<file path="config.mk">
export PLATFORM = sky130hd
export DESIGN_NAME = death_transition
export DESIGN_NICKNAME = d
export VERILOG_FILES = /design/src/rtl/death_transition_pkg.sv /design/src/rtl/death_transition_rgb565_scale.sv /design/src/rtl/death_transition.sv
export SDC_FILE = /design/constraint.sdc
export NUM_CORES = 1
export LEC_CHECK = 0
export ABC_AREA = 1
export ABC_CLOCK_PERIOD_IN_PS = 9900
export BUFFER_PORTS_ARGS = -buffer_cell sky130_fd_sc_hd__buf_2
export CAP_MARGIN = 30
export CORE_ASPECT_RATIO = 0.7
export CORE_MARGIN = 1.5
export CORE_UTILIZATION = 55
export CTS_CLUSTER_DIAMETER = 80
export DETAILED_ROUTE_END_ITERATION = 7
export MAX_ROUTING_LAYER = met4
export PLACE_DENSITY = 0.87
export SETUP_SLACK_MARGIN = 0.5
export SYNTH_ARGS = -nofsm -noshare
export SYNTH_HDL_FRONTEND = slang
export SYNTH_HIERARCHICAL = 1
export SYNTH_SLANG_ARGS = --single-unit
</file>
<file path="constraint.sdc">
create_clock -name clk -period 9.9 [get_ports clk]
set_input_delay 1.98 -clock clk [delete_from_list [all_inputs] [get_ports clk]]
set_output_delay 1.98 -clock clk [all_outputs]
set_load 0.02 [all_outputs]
</file>
<file path="src/rtl/death_transition_pkg.sv">
// Shared types and constants for the death-screen transition: state encoding, RGB565 layout, fade level.
// Pure declarations with no logic, so it has no latency and no flow control.
package death_transition_pkg;

  typedef enum logic [1:0] {
    PLAY  = 2'd0,
    FLASH = 2'd1,
    FADE  = 2'd2,
    DEAD  = 2'd3
  } state_t;

  localparam int R_W   = 5;
  localparam int G_W   = 6;
  localparam int B_W   = 5;
  localparam int R_LSB = 11;
  localparam int G_LSB = 5;
  localparam int B_LSB = 0;

  localparam logic [15:0] BLACK = 16'h0000;
  localparam logic [15:0] WHITE = 16'hFFFF;

  localparam int              LVL_W   = 4;
  localparam logic [LVL_W-1:0] LVL_MAX = 4'd8;

  function automatic logic [15:0] invert565(input logic [15:0] p);
    return p ^ WHITE;
  endfunction

endpackage

</file>
<file path="src/rtl/death_transition_rgb565_scale.sv">
// Combinational RGB565 dimmer: each channel becomes (channel * level) >> 3 for level 0..8.
// Zero latency; no flow control.
module rgb565_scale
  import death_transition_pkg::*;
(
  input  logic [15:0]      pixel,
  input  logic [LVL_W-1:0] level,
  output logic [15:0]      scaled
);

  // Products are one level-width wider than the channel, so level 8 cannot overflow.
  logic [R_W+LVL_W-1:0] r_p;
  logic [G_W+LVL_W-1:0] g_p;
  logic [B_W+LVL_W-1:0] b_p;

  always_comb begin
    r_p = pixel[R_LSB +: R_W] * level;
    g_p = pixel[G_LSB +: G_W] * level;
    b_p = pixel[B_LSB +: B_W] * level;
    scaled = {R_W'(r_p >> 3), G_W'(g_p >> 3), B_W'(b_p >> 3)};
  end

endmodule

</file>
<file path="src/rtl/death_transition.sv">
// Death-screen sequencer PLAY -> [FLASH] -> FADE -> DEAD -> PLAY; FLASH exists only with DEATH_TRANSITION_FLASH_EN.
// oled_data is 1 clk behind the pixel inputs in every state; no backpressure, state moves only on frame_begin.
module death_transition
  import death_transition_pkg::*;
#(
  parameter int FLASH_FRAMES    = 6,
  parameter int FRAMES_PER_STEP = 4
) (
  input  logic        clk,
  input  logic        rst_n,
  input  logic        frame_begin,
  input  logic        death_trig,
  input  logic        restart_btn,
  input  logic [15:0] game_pixel,
  input  logic [15:0] death_pixel,
  output logic [15:0] oled_data,
  output logic        busy,
  output logic        dead
);

  localparam int CNT_MAX = (FLASH_FRAMES > FRAMES_PER_STEP) ? FLASH_FRAMES : FRAMES_PER_STEP;
  localparam int CNT_W   = $clog2(CNT_MAX + 1);

  state_t           state, state_nx;
  logic [CNT_W-1:0] cnt, cnt_nx;
  logic [LVL_W-1:0] lvl, lvl_nx;
  logic             death_pend, restart_pend, restart_q, restart_rise;
  logic [15:0]      faded, pix_d;

  assign restart_rise = restart_btn & ~restart_q;

  always_ff @(posedge clk or negedge rst_n) begin
    if (!rst_n) begin
      state        <= PLAY;
      cnt          <= '0;
      lvl          <= '0;
      death_pend   <= 1'b0;
      restart_pend <= 1'b0;
      restart_q    <= 1'b0;
      oled_data    <= BLACK;
      busy         <= 1'b0;
      dead         <= 1'b0;
    end else begin
      state     <= state_nx;
      cnt       <= cnt_nx;
      lvl       <= lvl_nx;
      restart_q <= restart_btn;
      // Requests wait for the next frame boundary and are dropped once it is taken.
      if (state_nx != state) begin
        death_pend   <= 1'b0;
        restart_pend <= 1'b0;
      end else begin
        death_pend   <= death_pend   | ((state == PLAY) & death_trig);
        restart_pend <= restart_pend | ((state == DEAD) & restart_rise);
      end
      oled_data <= pix_d;
      busy      <= (state_nx == FLASH) || (state_nx == FADE);
      dead      <= (state_nx == DEAD);
    end
  end

  always_comb begin
    state_nx = state;
    cnt_nx   = cnt;
    lvl_nx   = lvl;
    if (frame_begin) begin
      cnt_nx = cnt + 1'b1;
      case (state)
        PLAY: if (death_trig || death_pend) begin
`ifdef DEATH_TRANSITION_FLASH_EN
          state_nx = FLASH;
`else
          state_nx = FADE;
`endif
        end
`ifdef DEATH_TRANSITION_FLASH_EN
        FLASH: if (cnt == CNT_W'(FLASH_FRAMES - 1)) state_nx = FADE;
`endif
        FADE: if (cnt == CNT_W'(FRAMES_PER_STEP - 1)) begin
          cnt_nx = '0;
          if (lvl == LVL_MAX) state_nx = DEAD;
          else                lvl_nx   = lvl + 1'b1;
        end
        DEAD: if (restart_rise || restart_pend) state_nx = PLAY;
        default: state_nx = PLAY;
      endcase
      // The boundary pulse that changes state is frame 0 of the new state.
      if (state_nx != state) begin
        cnt_nx = '0;
        lvl_nx = '0;
      end
    end
  end

  rgb565_scale u_scale (
    .pixel  (death_pixel),
    .level  (lvl_nx),
    .scaled (faded)
  );

  // Driven from the next-state view so the pixel sharing a cycle with frame_begin already belongs to the new frame.
  always_comb begin
    pix_d = BLACK;
    case (state_nx)
      PLAY:  pix_d = game_pixel;
`ifdef DEATH_TRANSITION_FLASH_EN
      FLASH: pix_d = cnt_nx[0] ? invert565(game_pixel) : game_pixel;
`endif
      FADE:  pix_d = faded;
      DEAD:  pix_d = death_pixel;
      default: pix_d = BLACK;
    endcase
  end

endmodule

</file>
==> flow_metrics.env <==
export IMPL_tns_ns=0
export IMPL_met2WireLength_um=4010
export IMPL_htreeDepth=2
export IMPL_slew_headroom=0.461
export IMPL_crit_type="input port to flip-flop"
export IMPL_leakage_nw=2.64
export IMPL_cts_made_buffers=5
export IMPL_worst_slack_ns=4.43
export IMPL_initialDrtViolationCount=137
export IMPL_p_total_w=0.000549
export IMPL_timing_rr_end="oled_data[10]"
export IMPL_r2r_start="lvl[0]"
export IMPL_io_buffers=54
export IMPL_synth_nets=622
export IMPL_path_delay_family="simple AND/OR/NAND/NOR gates"
export IMPL_utilization=0.656
export IMPL_cts_root_buf="clkbuf_8"
export IMPL_hold_ws_ns=0.487
export IMPL_ir_drop_mv=0.0744
export IMPL_r2r_slack_ns=5.58
export IMPL_post_place_ws_ns=4.21
export IMPL_clkPwrFrac=0.222
export IMPL_fin_skew_ns=0.00703
export IMPL_arrival_ns=5.69
export IMPL_slew_viol_final=0
export IMPL_drv_cap=0
export IMPL_overflow=0
export IMPL_p_comb_frac=0.462
export IMPL_dieHeight_um=69.2
export IMPL_crit_cells=23
export IMPL_start_util=0.587
export IMPL_num_antenna_cells=0
export IMPL_max_slew_worst_pin_slew_ns=0.809
export IMPL_grt_pass1_wl_um=13800
export IMPL_fill_cells=523
export IMPL_worstPathRequired_ns=10.12
export IMPL_endpoint="oled_data[10]"
export IMPL_die_area_sq_mm=0.00675
export IMPL_ys_seq_area_frac=0.218
export IMPL_fin_crit_ns=5.47
export IMPL_worstSkewPairLatency_ns=0.28
export IMPL_detail_route_antenna_nets=0
export IMPL_crit_path_max_fanout=17
export IMPL_syn_inst=530
export IMPL_yosys_warnings=6
export IMPL_grt_antenna_before_repair=0
export IMPL_syn_cell_area_sq_mm=0.00344
export IMPL_hold_viol=0
export IMPL_core_sq_mm=0.00587
export IMPL_final_common_cell="nand2_1"
export IMPL_p_int_w=0.000311
export IMPL_wl_met1_um=3550
export IMPL_status="completed"
export IMPL_cp_start_kind="input port"
export IMPL_vias_per_cell=5.03
export IMPL_hpwl_um=6340
export IMPL_drcViolationCount=0
export IMPL_cts_buffer_depth=2
export IMPL_layout_drive_gt1_share=0.133
export IMPL_grt_setup_unrepaired="false"
export IMPL_final_nets=669
export IMPL_highest_layer="met4"
export IMPL_reg2reg_depth=24
export IMPL_die_x_um=97.6
export IMPL_first_pass_iters=4
export IMPL_grt_start_max_net_pins=31
export IMPL_avgSynthCellArea_sq_um=6.50
export IMPL_seqPwrFrac=0.316
export IMPL_cts_tree="built"
export IMPL_crit_slowest_cell="nor2_2"
export IMPL_post_route_period_util=0.553
export IMPL_ys_types=25
export IMPL_slowest_delay_ns=0.55
export IMPL_post_cts_buffers=0
export IMPL_cts_sinks=30
export IMPL_multi_input_comb_area_sq_mm=0.00215
export IMPL_cp_num_buf_inv=3
export IMPL_power_switching_w=0.000238
export IMPL_syn_to_final_growth_pct=11.8
export IMPL_routabilityCongestion=0.862
export IMPL_seqCellArea_sq_um=751
export IMPL_cts_reportedPaths_clkPinSlew_ns=0.06
export IMPL_final_cell_mix="nand2_1 (216), inv_1 (127), buf_2 (54), nand3_1 (40), ha_1 (35)"
export IMPL_grt_pass1_vias=3213
export IMPL_power_density_mw_per_mm2=142
export IMPL_wirelength_um=8160
export IMPL_crit_path_end_kind="flip-flop"
export IMPL_rows=23
export IMPL_crit_start="restart_btn"
export IMPL_dr_wl_met3_um=486
export IMPL_num_io_pins=55
export IMPL_ys_async_sr_fraction=1.00
export IMPL_vias=3282
export IMPL_cts_resized=0
export IMPL_setup_viol=0
export IMPL_hold_class="flip-flop to flip-flop"
export IMPL_switching_share=0.433
export IMPL_path_cells="buf_2, nand2_1, nand2_1, nand2_1, nand2_2, nor2_4, nor2_4, nor2_2, nand2_1, fa_1, fa_1, fa_1, inv_1, nand2_1, nand2_1, nand3_1, nand2_1, nand2_1, nand2_1, nand2_1, nand3_1, nand2_1, inv_1"
export IMPL_fmax_mhz=183
export IMPL_synth_edf_count=0
export IMPL_ys_ff_latch=30
export IMPL_routedWlPerCell_um=12.5
export IMPL_hold_buffers=0
export IMPL_grt_use_total=0.257
export IMPL_ys_flop_type="dfrtp_1"
export IMPL_cpMostUsedCell="nand2_1"
## synthesized netlist by cell type, types with 4 or more instances
cell type / number / share of area
nand2_1: 216 / 0.24
inv_1: 127 / 0.14
nand3_1: 40 / 0.058
ha_1: 35 / 0.13
dfrtp_1: 30 / 0.22
fa_1: 20 / 0.12
nor2_1: 12 / 0.013
buf_2: 8 / 0.012
nor2_2: 7 / 0.013
a21oi_1: 6 / 0.0087
o21ai_0: 4 / 0.0058
## how the worst min path moves through the flow
| stage | cells after the start | endpoint | slack [ns] | startpoint |
|---|---|---|---|---|
| after floorplan | 2 | cnt[2] | 0.45 | cnt[2] |
| after global placement | 2 | cnt[2] | 0.47 | cnt[2] |
| after detailed placement | 2 | cnt[2] | 0.48 | cnt[2] |
| after CTS | 2 | cnt[2] | 0.49 | cnt[2] |
| after global routing | 2 | cnt[2] | 0.52 | cnt[2] |
| final | 2 | cnt[2] | 0.49 | cnt[2] |
## worst register-to-register path: stages (launching register included)
cell     delay (ns)
dfrtp_1        0.39
inv_1          0.08
ha_1           0.22
nand3_1        0.11
inv_1          0.08
nand2_4        0.09
nand2_2        0.07
nor2_4         0.14
nor2_4         0.07
nor2_2         0.55
nand2_1        0.19
fa_1           0.54
fa_1           0.54
fa_1           0.48
inv_1          0.07
nand2_1        0.04
nand2_1        0.07
nand3_1        0.08
nand2_1        0.06
nand2_1        0.05
nand2_1        0.06
nand2_1        0.05
nand3_1        0.11
nand2_1        0.05
inv_1          0.06
## stage by stage
stage	instances	area, sq um
after detailed placement	645	3740
final	653	3850
after CTS	653	3850
after floorplan	530	3440
after global routing	653	3850
after global placement	645	3740
## sequential cells by signal, indices dropped and copies added (netlist names), 2 cells and up
register	count
oled_data	16
lvl	4
cnt	3
state	2
## layer usage
layer / vias to the layer above / track usage
met5: - / -
met4: 0 / 0.0587
met3: 12 / 0.0393
met2: 101 / 0.449
met1: 1535 / 0.315
li1: 1634 / -
## power by group through the flow
stage	combinational, W	sequential [W]	clock (W)
2_1_floorplan	0.000142	0.000206	0
3_3_place_gp	0.000244	0.000175	0
3_5_place_dp	0.000251	0.000176	0
4_1_cts	0.000253	0.000173	0.000123
5_1_grt	0.000281	0.000178	0.000130
6_report	0.000254	0.000173	0.000122
## area by class of cell
cell class	count	area share
Clock buffer	5	0.0179
Clock inverter	3	0.0104
Inverter	128	0.125
Multi-Input combinational cell	358	0.558
Sequential cell	30	0.195
Tap cell	75	0.0244
Timing Repair Buffer	54	0.0702
## kinds of logic (layout without fill, tap and decap cells)
group                      count (synthesis)  in the layout  synth area share
adders and majority gates                 55             55             0.243
DFF                                       30             30             0.218
xor gates and xnor gates                   6              6            0.0153
and+or+nand+nor                          285            285             0.347
buffers and inverters                    142            190             0.158
AOI/OAI and AO/OA                         12             12            0.0174
No activity file was read; power rests on OpenSTA's default activity.
